**src/rtl/sseg_scan_display.sv**
```systemverilog
// Time-multiplexed 4-digit 7-segment driver with leading-zero blanking,
// a dash glyph for non-BCD codes and a freeze (lap-hold) snapshot.
module sseg_scan_display #(
   parameter int unsigned REFRESH_BITS = 18,
   parameter bit          ACTIVE_LOW   = 1'b1
) (
   input  logic       clk,
   input  logic       rst,
   input  logic [3:0] d3,
   input  logic [3:0] d2,
   input  logic [3:0] d1,
   input  logic [3:0] d0,
   input  logic [3:0] dp_in,
   input  logic       blank_lz,
   input  logic       freeze,
   output logic [3:0] an,
   output logic [7:0] sseg
);

   logic [REFRESH_BITS-1:0] cnt;
   logic                    tick;
   logic [1:0]              sel;
   logic [3:0][3:0]         snap_d;
   logic [3:0]              snap_dp;

   logic [3:0]              occupied;
   logic [3:0]              blank;
   logic [3:0]              cur_digit;
   logic [3:0]              an_ah;
   logic [7:0]              sseg_ah;

   function automatic logic [6:0] bcd_to_seg(input logic [3:0] code);
      logic [6:0] seg;
      seg = 7'h40;
      case (code)
         4'd0:    seg = 7'h3F;
         4'd1:    seg = 7'h06;
         4'd2:    seg = 7'h5B;
         4'd3:    seg = 7'h4F;
         4'd4:    seg = 7'h66;
         4'd5:    seg = 7'h6D;
         4'd6:    seg = 7'h7D;
         4'd7:    seg = 7'h07;
         4'd8:    seg = 7'h7F;
         4'd9:    seg = 7'h6F;
         default: seg = 7'h40;
      endcase
      return seg;
   endfunction

   assign tick = &cnt;

   always_ff @(posedge clk) begin
      if (rst) begin
         cnt     <= '0;
         sel     <= '0;
         snap_d  <= '0;
         snap_dp <= '0;
      end else begin
         cnt <= cnt + 1'b1;
         if (tick)
            sel <= sel + 2'd1;
         if (!freeze) begin
            snap_d  <= {d3, d2, d1, d0};
            snap_dp <= dp_in;
         end
      end
   end

   // Blanking propagates from the leftmost digit down; any nonzero digit or
   // lit dp breaks the chain for itself and everything to its right.
   always_comb begin
      for (int unsigned i = 0; i < 4; i++)
         occupied[i] = (snap_d[i] != 4'd0) || snap_dp[i];
      blank    = '0;
      blank[3] = blank_lz & ~occupied[3];
      blank[2] = blank[3] & ~occupied[2];
      blank[1] = blank[2] & ~occupied[1];
   end

   always_comb begin
      cur_digit = snap_d[sel];
      an_ah     = 4'b0001 << sel;
      sseg_ah   = {snap_dp[sel], bcd_to_seg(cur_digit)};
      if (blank[sel]) begin
         an_ah   = '0;
         sseg_ah = '0;
      end
   end

   always_ff @(posedge clk) begin
      if (rst) begin
         an   <= ACTIVE_LOW ? '1 : '0;
         sseg <= ACTIVE_LOW ? '1 : '0;
      end else begin
         an   <= ACTIVE_LOW ? ~an_ah   : an_ah;
         sseg <= ACTIVE_LOW ? ~sseg_ah : sseg_ah;
      end
   end

endmodule
```
**config.mk**
```make
export PLATFORM = sky130hd
export DESIGN_NAME = sseg_scan_display
export DESIGN_NICKNAME = d
export VERILOG_FILES = /design/src/rtl/sseg_scan_display.sv
export SDC_FILE = /design/constraint.sdc
export NUM_CORES = 1
export LEC_CHECK = 0
export ABC_AREA = 1
export CORE_MARGIN = 4
export CORE_UTILIZATION = 57
export DETAILED_ROUTE_END_ITERATION = 8
export PLACE_DENSITY = 0.92
export SYNTH_ARGS = -nofsm -noshare
export SYNTH_HDL_FRONTEND = slang
export SYNTH_SLANG_ARGS = --single-unit
```
**constraint.sdc**
```tcl
create_clock -name clk -period 3.1 [get_ports clk]
set_clock_uncertainty 0.05 [all_clocks]
set_input_delay 0.62 -clock clk [delete_from_list [all_inputs] [get_ports clk]]
set_output_delay 0.62 -clock clk [all_outputs]
set_load 0.02 [all_outputs]
```
=== Yosys cells after proc, flatten, opt, wreduce, memory -nomap -nowiden ===
Memory sizes are Yosys's and may differ from the RTL's.
Index checks and enable logic that the tools add are counted.

* Register bits after elaboration: 52
* Bits in read-only memories: 112
* Input bits: 24
* Output and inout port bits: 12
* Word-level logic and storage cells: 37
* Memories: 1

{| class="wikitable"
|+ Memories
! name !! depth !! width !! rd ports !! clocked after memory_dff !! wr ports !! RTL line !! source
|-
| (name not given) || 16 || 7 || 1 || 0 || 0 || 35 || <nowiki>case (code)</nowiki>
|}

* Add/sub/neg operators: 2
* $lt $le $gt $ge: 1
* Shift-type cells: 1
* Mux-type cells: 8
* Bitwise logic cells: 8
* Reduce and logical (&&, ||, !) cells: 7

{| class="wikitable"
|+ Operator list
! operator !! count
|-
| $add 18x1->18 const B || 1
|-
| $reduce_and 18->1 || 1
|-
| $reduce_bool 4->1 || 3
|-
| $bmux 4 s2 || 1
|-
| $mux 4 || 2
|-
| $mux 8 || 1
|-
| $not 8->8 || 1
|-
| $bmux 1 s2 || 2
|-
| $not 4->4 || 1
|-
| $shl 1x2->4 const A || 1
|-
| $and 1x1->1 || 3
|-
| $logic_or 1x1->1 || 3
|-
| $lt 2x3->1 const B || 1
|-
| $not 1->1 || 3
|-
| $add 2x1->2 const B || 1
|-
| $mux 1 || 2
|}

=== Longest topological paths before layout ===
Gate-level depths: netlist (run 1).

* Depth after elaboration: 10
* Mapped depth: 11
* Depth with buffers taken out: 10

=== Least setup slack after synthesis (run 1) ===
OpenSTA, ideal clock, no wires.

* Kind: flip-flop to flip-flop
* From: register sel[0]
* To: register sseg[3]
* Data arrival time: 1.511 ns
* Slack: 1.412 ns
* Stages on the path, launching flop included: 9
* Path buffers: 1
* Clock period less this slack: 1.688 ns
* Cell sequence: dfxtp_1 -> buf_4 -> nand2_1 -> a32oi_1 -> inv_1 -> ha_1 -> nand3_1 -> nand3_1 -> nand4_1

* Word-level cells in the longest chain between the ends: 5
* Elaborated cells between the ends (all ways): 7
* Classes of those cells: 5 x mux; 1 x bitwise; 1 x memory

{| class="wikitable"
|+ RTL lines
! element !! RTL line !! source
|-
| start: declaration || 22 || <nowiki>logic [1:0] sel;</nowiki>
|-
| start signal: assignment || 62 || <nowiki>sel <= sel + 2'd1;</nowiki>
|-
| $bmux 4 s2 || 82 || <nowiki>cur_digit = snap_d[sel];</nowiki>
|-
| $mux 4 (not written as such) || 82 ||
|-
| $mem_v2 16x7 || -- ||
|-
| $mux 8 (*) || 85 || <nowiki>if (blank[sel]) begin</nowiki>
|-
| $not 8->8 (*) || 97 || <nowiki>sseg <= ACTIVE_LOW ? ~sseg_ah : sseg_ah;</nowiki>
|-
| end signal: assignment || 94 || <nowiki>sseg <= ACTIVE_LOW ? '1 : '0;</nowiki>
|-
| end signal: assignment || 97 ||
|-
| end: declaration || 17 || <nowiki>output logic [7:0] sseg</nowiki>
|}

Every way passes the cells marked *; elsewhere a longest branch is shown, timed or not. The select of a mux whose other input is x is not followed.
A chain may end at the register's enable or synchronous reset.

=== Worst setup path after layout (run 1) ===
* From: register sel[0]
* To: register sseg[5]

The elaborated chain is that of the path after synthesis.

==> reports/qor.txt, run 1 <==
======================================================================================================
Final clock period utilization by the worst path ........................................        70.0%
Clock transition at the register clock pins on the worst setup and hold paths after CTS .      0.08 ns
Resize count post-CTS ...................................................................            0
Count of unique library cells instantiated by Yosys .....................................           30
Die Ht ..................................................................................      72.5 µm
Net switching share of the total power ..................................................        24.1%
Combined global-route utilization of all metal layers ...................................        19.5%
Net count after synthesis ...............................................................          354
Mux contribution to synthesized area ....................................................           0%
Cell mode on critical path .............................................................. sky130_fd_sc_hd__nand3_1
Post-synthesis share of cell area spent on and, or, nand and nor gates ..................        33.8%
End point of the critical path ..........................................................      sseg[5]
Setup TNS ...............................................................................         0 ns
Least-Margin Pin Slew ...................................................................     0.879 ns
Initial detailed-routing violation count ................................................          114
Crit path DAT ...........................................................................      2.26 ns
Finish-stage setup viols ................................................................            0
Clk network pwr share ...................................................................        27.6%
Number of max-slew violations in the final report .......................................            0
Top library cells by usage in the layout, fill and taps aside ........................... 67 x sky130_fd_sc_hd__nor2_1, 61 x sky130_fd_sc_hd__nand2_1, 52 x sky130_fd_sc_hd__dfxtp_1
Wire length per cell ....................................................................      11.7 µm
Maximum buffer depth of the clock tree ..................................................            2
Min Hold Slack ..........................................................................     0.429 ns
Worst r2r dst ...........................................................................      sseg[5]
Clock period minus final worst setup slack ..............................................      2.17 ns
Beginning of the worst register-to-register path ........................................       sel[0]
Headroom to the max-slew limit ..........................................................        41.3%
Setup crit start ........................................................................       sel[0]
Clock tree sinks ........................................................................           52
Vias in the first global route ..........................................................         1999
Horizontal die dimension ................................................................      72.5 µm
Clock tree from TritonCTS ...............................................................         done
Number of hold-repair buffers added at the cts stage ....................................            0
Core Box Area ...........................................................................     4000 µm²
Wire length of the first global-routing pass ............................................      8260 µm
Number of hold violations in the final report ...........................................            0
Initial antenna violation count .........................................................            0
Critical Path Source Type ...............................................................         flop
Overall routed net length ...............................................................      4710 µm
IO Port Bufs ............................................................................           35
Portion of total power attributed to combinational logic ................................        13.3%
Cell row count ..........................................................................           23
Total overflow reported by the global router ............................................            0
Timing-limited maximum frequency ........................................................      461 MHz
MaxCap Viol Count .......................................................................            0
Largest family of logic cells by synthesized area ....................................... simple AND/OR/NAND/NOR gates
Setup Fix Bufs, Post-CTS ................................................................            0
Count of pins on the block boundary .....................................................           36
Pin count of the biggest net entering global routing ....................................           35
Type of destination of the critical path ................................................         flop
Gate Count Post-Synth ...................................................................          320
Ys Warns ................................................................................            0
Number of optimization iterations in the first detailed-route pass ......................            5
Antenna diode count .....................................................................            0
HP Class ................................................................................ flop to flop
Synthesized flop and latch total ........................................................           52
Maximum vdd ir drop .....................................................................     0.241 mV
Initial Util ............................................................................        59.3%
Gp weighted congestion ..................................................................        0.871
Commonest register cell after synthesis ................................................. sky130_fd_sc_hd__dfxtp_1
Post-synthesis compound-gate area fraction ..............................................        9.44%
DPL Wire Length .........................................................................      3490 µm
Leakage power figure ....................................................................   0.00115 µW
Remaining antenna violation count .......................................................            0
Switching Power .........................................................................       292 µW
FFs w/ async S/R, synth .................................................................           0%
Fraction of layout instances using a drive strength above 1 .............................        8.24%
DR vias .................................................................................         2081
Sequential power share ..................................................................        59.0%
Cell with the largest stage delay on the worst path ..................................... sky130_fd_sc_hd__dfxtp_1
Most common library cell in the layout ignoring fill and taps ........................... sky130_fd_sc_hd__nor2_1
Int Pwr .................................................................................       923 µW
Syn avg cell area .......................................................................     7.41 µm²
Filler cell count .......................................................................          329
Area of the die .........................................................................     5260 µm²
Area delta synth->final .................................................................        18.8%
Skew-Pair Late Insertion Delay ..........................................................      0.29 ns
Layout Nets .............................................................................          388
R2R Setup Slk ...........................................................................      0.93 ns
Worst Setup Path Type ................................................................... flop to flop
Ordered list of cells on the worst path ................................................. inv_2 > nand2_1 > nand3_1 > nand2_2 > inv_1 > ha_1 > inv_1 > nand3_1 > nand3_1 > nand4_1
RSZ-0062 raised after global routing ....................................................        false
Run status .............................................................................. complete, no violations
Post-synthesis adder-cell area fraction .................................................        5.27%
Number of design rule violations left after detail routing ..............................            0
Critical path required time .............................................................      3.19 ns
Root buffer cell ........................................................................ sky130_fd_sc_hd__clkbuf_8
Number of clock buffers inserted by TritonCTS ...........................................            5
Average vias per placed instance ........................................................         5.18
CTS H-tree depth ........................................................................            2
Count of flip-flops with a built-in enable after synthesis ..............................            0
Area share of xor/xnor cells in the synthesized design ..................................        1.48%
Delay of the slowest critical-path stage ................................................      0.68 ns
Logic depth of the worst register-to-register path ......................................           10
Highest fanout seen on the critical path ................................................           16
Netlist area before placement ...........................................................     2370 µm²
Portion of the post-synthesis area used by sequential elements ..........................        43.9%
Cell Pwr Density ........................................................................   431 nW/µm²
======================================================================================================
area by class of cell:
cell class	instances	area [µm²]	area share, %
repair buffers	37	365	13.0
multi-input cells	233	1190	42.1
well taps	50	62.6	2.22
clock buffers	5	68.8	2.44
flip-flops and latches	52	1040	36.9
inverters	25	93.8	3.33
stage by stage:
step                total power (µW)  instances  util (%)  setup WS [ns]  area (µm²)
floorplan                        823        320         -           1.41        2370
global placement                 886        397      68.7          0.965        2750
detailed placement               896        397      68.7          0.920        2750
CTS                             1230        402      70.4          0.929        2820
global route                    1270        402      70.4          0.792        2820
finish                          1210        402      70.4          0.929        2820
Yosys cell counts, types with 2 or more instances:
cell                       count  area share, %
sky130_fd_sc_hd__xnor2_1       2           0.74
sky130_fd_sc_hd__inv_2         5           0.79
sky130_fd_sc_hd__ha_1         10            5.3
sky130_fd_sc_hd__dfxtp_1      52             44
sky130_fd_sc_hd__nand4_1       8            2.1
sky130_fd_sc_hd__buf_1         2           0.32
sky130_fd_sc_hd__inv_1        20            3.2
sky130_fd_sc_hd__nand3_1      21            4.4
sky130_fd_sc_hd__o21ai_0      27            5.7
sky130_fd_sc_hd__nand2_1      61            9.7
sky130_fd_sc_hd__nor2_2        2           0.53
sky130_fd_sc_hd__nor2_1       67             11
sky130_fd_sc_hd__nor2_4        2           0.95
sky130_fd_sc_hd__a21oi_1      13            2.7
sky130_fd_sc_hd__clkbuf_1      4           0.63
sky130_fd_sc_hd__nand3_4       2            1.5
sky130_fd_sc_hd__nand2_2       8            2.1
sky130_fd_sc_hd__xor2_1        2           0.74
state kept, by name, indices dropped and copies added, names as in the netlist:
name / cells
snap_d: 16
snap_dp: 4
sel: 2
sseg: 8
cnt: 18
an: 4
kinds of logic after synthesis:
family	count (synthesis)
and+or+nand+nor	176
DFF	52
AOI/OAI and AO/OA	43
buffers and inverters	35
adders and majority gates	10
xor gates and xnor gates	4
critical path: cells and delay by family, from the launching register on:
family / cells / cell delay, ns
adders and majority gates: 1 / 0.20
buffers and inverters: 3 / 0.39
DFF: 1 / 0.68
and+or+nand+nor: 6 / 0.70
power groups by stage:
stage / Sequential, µW / Clock [µW] / Combinational (µW)
6_report: 717 / 336 / 162
5_1_grt: 721 / 369 / 182
4_1_cts: 717 / 347 / 163
3_5_place_dp: 733 / 0 / 163
3_3_place_gp: 731 / 0 / 155
2_1_floorplan: 742 / 0 / 80.3
metal layers:
layer | track usage (%) | up-vias | share of wire, %
met4 | 4.71 | 0 | 1.2
met2 | 36.9 | 50 | 50
met3 | 4.71 | 9 | 4.8
li1 | - | 1088 | -
met1 | 21.6 | 934 | 44
met5 | 0 | - | 0
how the worst min path moves through the flow:
stage                    start          to  slack (ns)  cells past startpoint
floorplan               cnt[0]      cnt[0]        0.37                      1
global placement        cnt[0]      cnt[0]        0.38                      1
detailed placement  snap_d[14]  snap_d[14]        0.42                      2
CTS                 snap_d[14]  snap_d[14]        0.43                      2
global route        snap_d[15]  snap_d[15]        0.47                      2
finish              snap_d[14]  snap_d[14]        0.43                      2
No activity file was read; power rests on OpenSTA's default activity.
==> run 2, diff against run 1 <==
Settings changed: CORE_UTILIZATION 57 to 53, PLACE_DENSITY 0.92 to 0.87.
Clock period 3.1 ns to 2.2 ns, I/O delays scaled along.
==> run 2 against run 1 <==
  * Core utilization decreased by 4.4 points
  * Clock power increased by 63%
  * Largest cell class unchanged
  * Cell area increased by 2.0%
  * Critical path type unchanged
  * Global-route usage decreased by 1.1 points
  * Worst hold slack got worse by 0.010 ns
  * Worst setup slack got worse by 0.74 ns
  * First-iteration DRC count decreased by 6.1%
==> reports/qor.txt, run 2 (same netlist as run 1, synthesis figures left out) <==
======================================================================================================
Run status .............................................................................. complete, no violations   unchanged
Timing-limited maximum frequency ........................................................      498 MHz   was 461 MHz
Critical Path Source Type ...............................................................         flop   unchanged
Maximum vdd ir drop .....................................................................     0.470 mV   was 0.241 mV
Combined global-route utilization of all metal layers ...................................        18.4%   was 19.5%
CTS H-tree depth ........................................................................            2   unchanged
Crit path DAT ...........................................................................      2.13 ns   was 2.26 ns
Final clock period utilization by the worst path ........................................        91.3%   was 70.0%
Total overflow reported by the global router ............................................            0   unchanged
Maximum buffer depth of the clock tree ..................................................            2   unchanged
RSZ-0062 raised after global routing ....................................................        false   unchanged
Antenna diode count .....................................................................            0   unchanged
IO Port Bufs ............................................................................           35   unchanged
Average vias per placed instance ........................................................         5.11   was 5.18
Worst Slack Setup Final .................................................................     0.191 ns   was 0.929 ns
Gp weighted congestion ..................................................................        0.864   was 0.871
Flip-flop count of the largest register, all copies and words added .....................           18   unchanged
Number of hold violations in the final report ...........................................            0   unchanged
Initial detailed-routing violation count ................................................          107   was 114
Number of clock buffers inserted by TritonCTS ...........................................            5   unchanged
Type of destination of the critical path ................................................         flop   unchanged
Clock transition at the register clock pins on the worst setup and hold paths after CTS .      0.09 ns   was 0.08 ns
Amount of wire on met2 after detailed routing ...........................................      2190 µm   was 2330 µm
Count of pins on the block boundary .....................................................           36   unchanged
Largest registers ....................................................................... cnt x18, snap_d x16, sseg x8   unchanged
Routed length on met1 ...................................................................      2140 µm   was 2090 µm
Area of the die .........................................................................     5610 µm²   was 5260 µm²
Core Box Area ...........................................................................     4350 µm²   was 4000 µm²
Wire length per cell ....................................................................      11.4 µm   was 11.7 µm
Pin count of the biggest net entering global routing ....................................           24   was 35
Cell row count ..........................................................................           24   was 23
Highest fanout seen on the critical path ................................................           16   unchanged
Register with the most flip-flops .......................................................          cnt   unchanged
Clock tree from TritonCTS ...............................................................         done   unchanged
Overall routed net length ...............................................................      4660 µm   was 4710 µm
Setup TNS ...............................................................................         0 ns   unchanged
MaxCap Viol Count .......................................................................            0   unchanged
Number of hold-repair buffers added at the cts stage ....................................            0   unchanged
Initial Util ............................................................................        54.5%   was 59.3%
Layout Nets .............................................................................          390   was 388
Met3 WL post-DR .........................................................................       239 µm   was 227 µm
Headroom to the max-slew limit ..........................................................        62.6%   was 41.3%
HP Class ................................................................................ flop to flop   unchanged
Wire length of the first global-routing pass ............................................      7970 µm   was 8260 µm
Number of design rule violations left after detail routing ..............................            0   unchanged
Leakage power figure ....................................................................   0.00118 µW   was 0.00115 µW
Fraction of layout instances using a drive strength above 1 .............................        9.52%   was 8.24%
Number of max-slew violations in the final report .......................................            0   unchanged
Resize count post-CTS ...................................................................            0   unchanged
DR top layer ............................................................................         met4   unchanged
Number of optimization iterations in the first detailed-route pass ......................            4   was 5
Remaining antenna violation count .......................................................            0   unchanged
Top library cells by usage in the layout, fill and taps aside ........................... 67 x sky130_fd_sc_hd__nor2_1, 61 x sky130_fd_sc_hd__nand2_1, 52 x sky130_fd_sc_hd__dfxtp_1   unchanged
Filler cell count .......................................................................          348   was 329
Horizontal die dimension ................................................................      74.9 µm   was 72.5 µm
Initial antenna violation count .........................................................            0   unchanged
Cell Pwr Density ........................................................................   622 nW/µm²   was 431 nW/µm²
Least-Margin Pin Slew ...................................................................     0.560 ns   was 0.879 ns
Post-placement worst setup slack ........................................................     0.223 ns   was 0.920 ns
Clock period minus final worst setup slack ..............................................      2.01 ns   was 2.17 ns
Area delta synth->final .................................................................        21.1%   was 18.8%
Die Ht ..................................................................................      74.9 µm   was 72.5 µm
Vias in the first global route ..........................................................         1909   was 1999
Skew-Pair Late Insertion Delay ..........................................................      0.31 ns   was 0.29 ns
Root buffer cell ........................................................................ sky130_fd_sc_hd__clkbuf_8   unchanged
Critical path required time .............................................................      2.32 ns   was 3.19 ns
Most common library cell in the layout ignoring fill and taps ........................... sky130_fd_sc_hd__nor2_1   unchanged
DR vias .................................................................................         2091   was 2081
DPL Wire Length .........................................................................      3590 µm   was 3490 µm
Setup Fix Bufs, Post-CTS ................................................................            0   unchanged
Clock tree sinks ........................................................................           52   unchanged
Worst Setup Path Type ................................................................... flop to flop   unchanged
Finish-stage setup viols ................................................................            0   unchanged
======================================================================================================
## run 2: changes by cell type in the layout (fill, tap and decap cells not counted), sizes merged
| cell | delta |
|---|---|
| clkinv | +2 |
| buf | +2 |
| clkbuf | +1 |
## run 2: cell type report
cell class	count	area, µm²	area share [%]
well taps	52	65.1	2.26
repair buffers	39	393	13.7
clock buffers	6	82.6	2.87
multi-input cells	233	1190	41.3
flip-flops and latches	52	1040	36.2
inverters	25	96.3	3.35
clock inverters	2	10.0	0.348
## run 2: report_power, final
group | total, µW | switching [µW] | internal [µW]
clock network | 546 | 295 | 251
logic | 229 | 118 | 111
registers | 1010 | 25.7 | 986
total | 1790 | 438 | 1350
## run 2: routing by layer
metal,GRT usage (%),vias up
li1,-,1097
met1,22.6,935
met2,30.0,52
met3,4.41,7
met4,9.09,0
met5,0,-
## run 2: path summary, 6_finish.rpt
path	startpoint	end	slack (ns)	depth (start not counted)
setup / recovery	sel[0]	sseg[3]	0.19	7
hold / removal	cnt[0]	cnt[0]	0.42	1
setup reg to reg	sel[0]	sseg[3]	0.19	7
hold reg to reg	cnt[0]	cnt[0]	0.42	1
## run 2: metrics by stage
| stage | hold WS, ns | cells | cell area, µm² | util (%) | power [µW] |
|---|---|---|---|---|---|
| floorplan | 0.368 | 320 | 2370 | - | 1160 |
| finish | 0.419 | 409 | 2870 | 66.0 | 1790 |
| global route | 0.445 | 409 | 2870 | 66.0 | 1880 |
| global placement | 0.381 | 401 | 2780 | 63.8 | 1250 |
| detailed placement | 0.414 | 401 | 2780 | 63.8 | 1260 |
| CTS | 0.426 | 409 | 2870 | 65.9 | 1810 |
## run 2: critical path: stages (launching register included)
cell	delay (ns)
sky130_fd_sc_hd__dfxtp_1	0.69
sky130_fd_sc_hd__nand2_1	0.12
sky130_fd_sc_hd__a32oi_1	0.31
sky130_fd_sc_hd__inv_1	0.13
sky130_fd_sc_hd__ha_1	0.30
sky130_fd_sc_hd__nand3_1	0.10
sky130_fd_sc_hd__nand3_1	0.10
sky130_fd_sc_hd__nand4_1	0.08
==> run 3, diff against run 2 <==
Settings changed: CAP_MARGIN set to 10, SKIP_CTS_REPAIR_TIMING set to 1.
==> results of run 3 <==
Same layout as run 2: the final DEF is identical, and so are final timing and power.
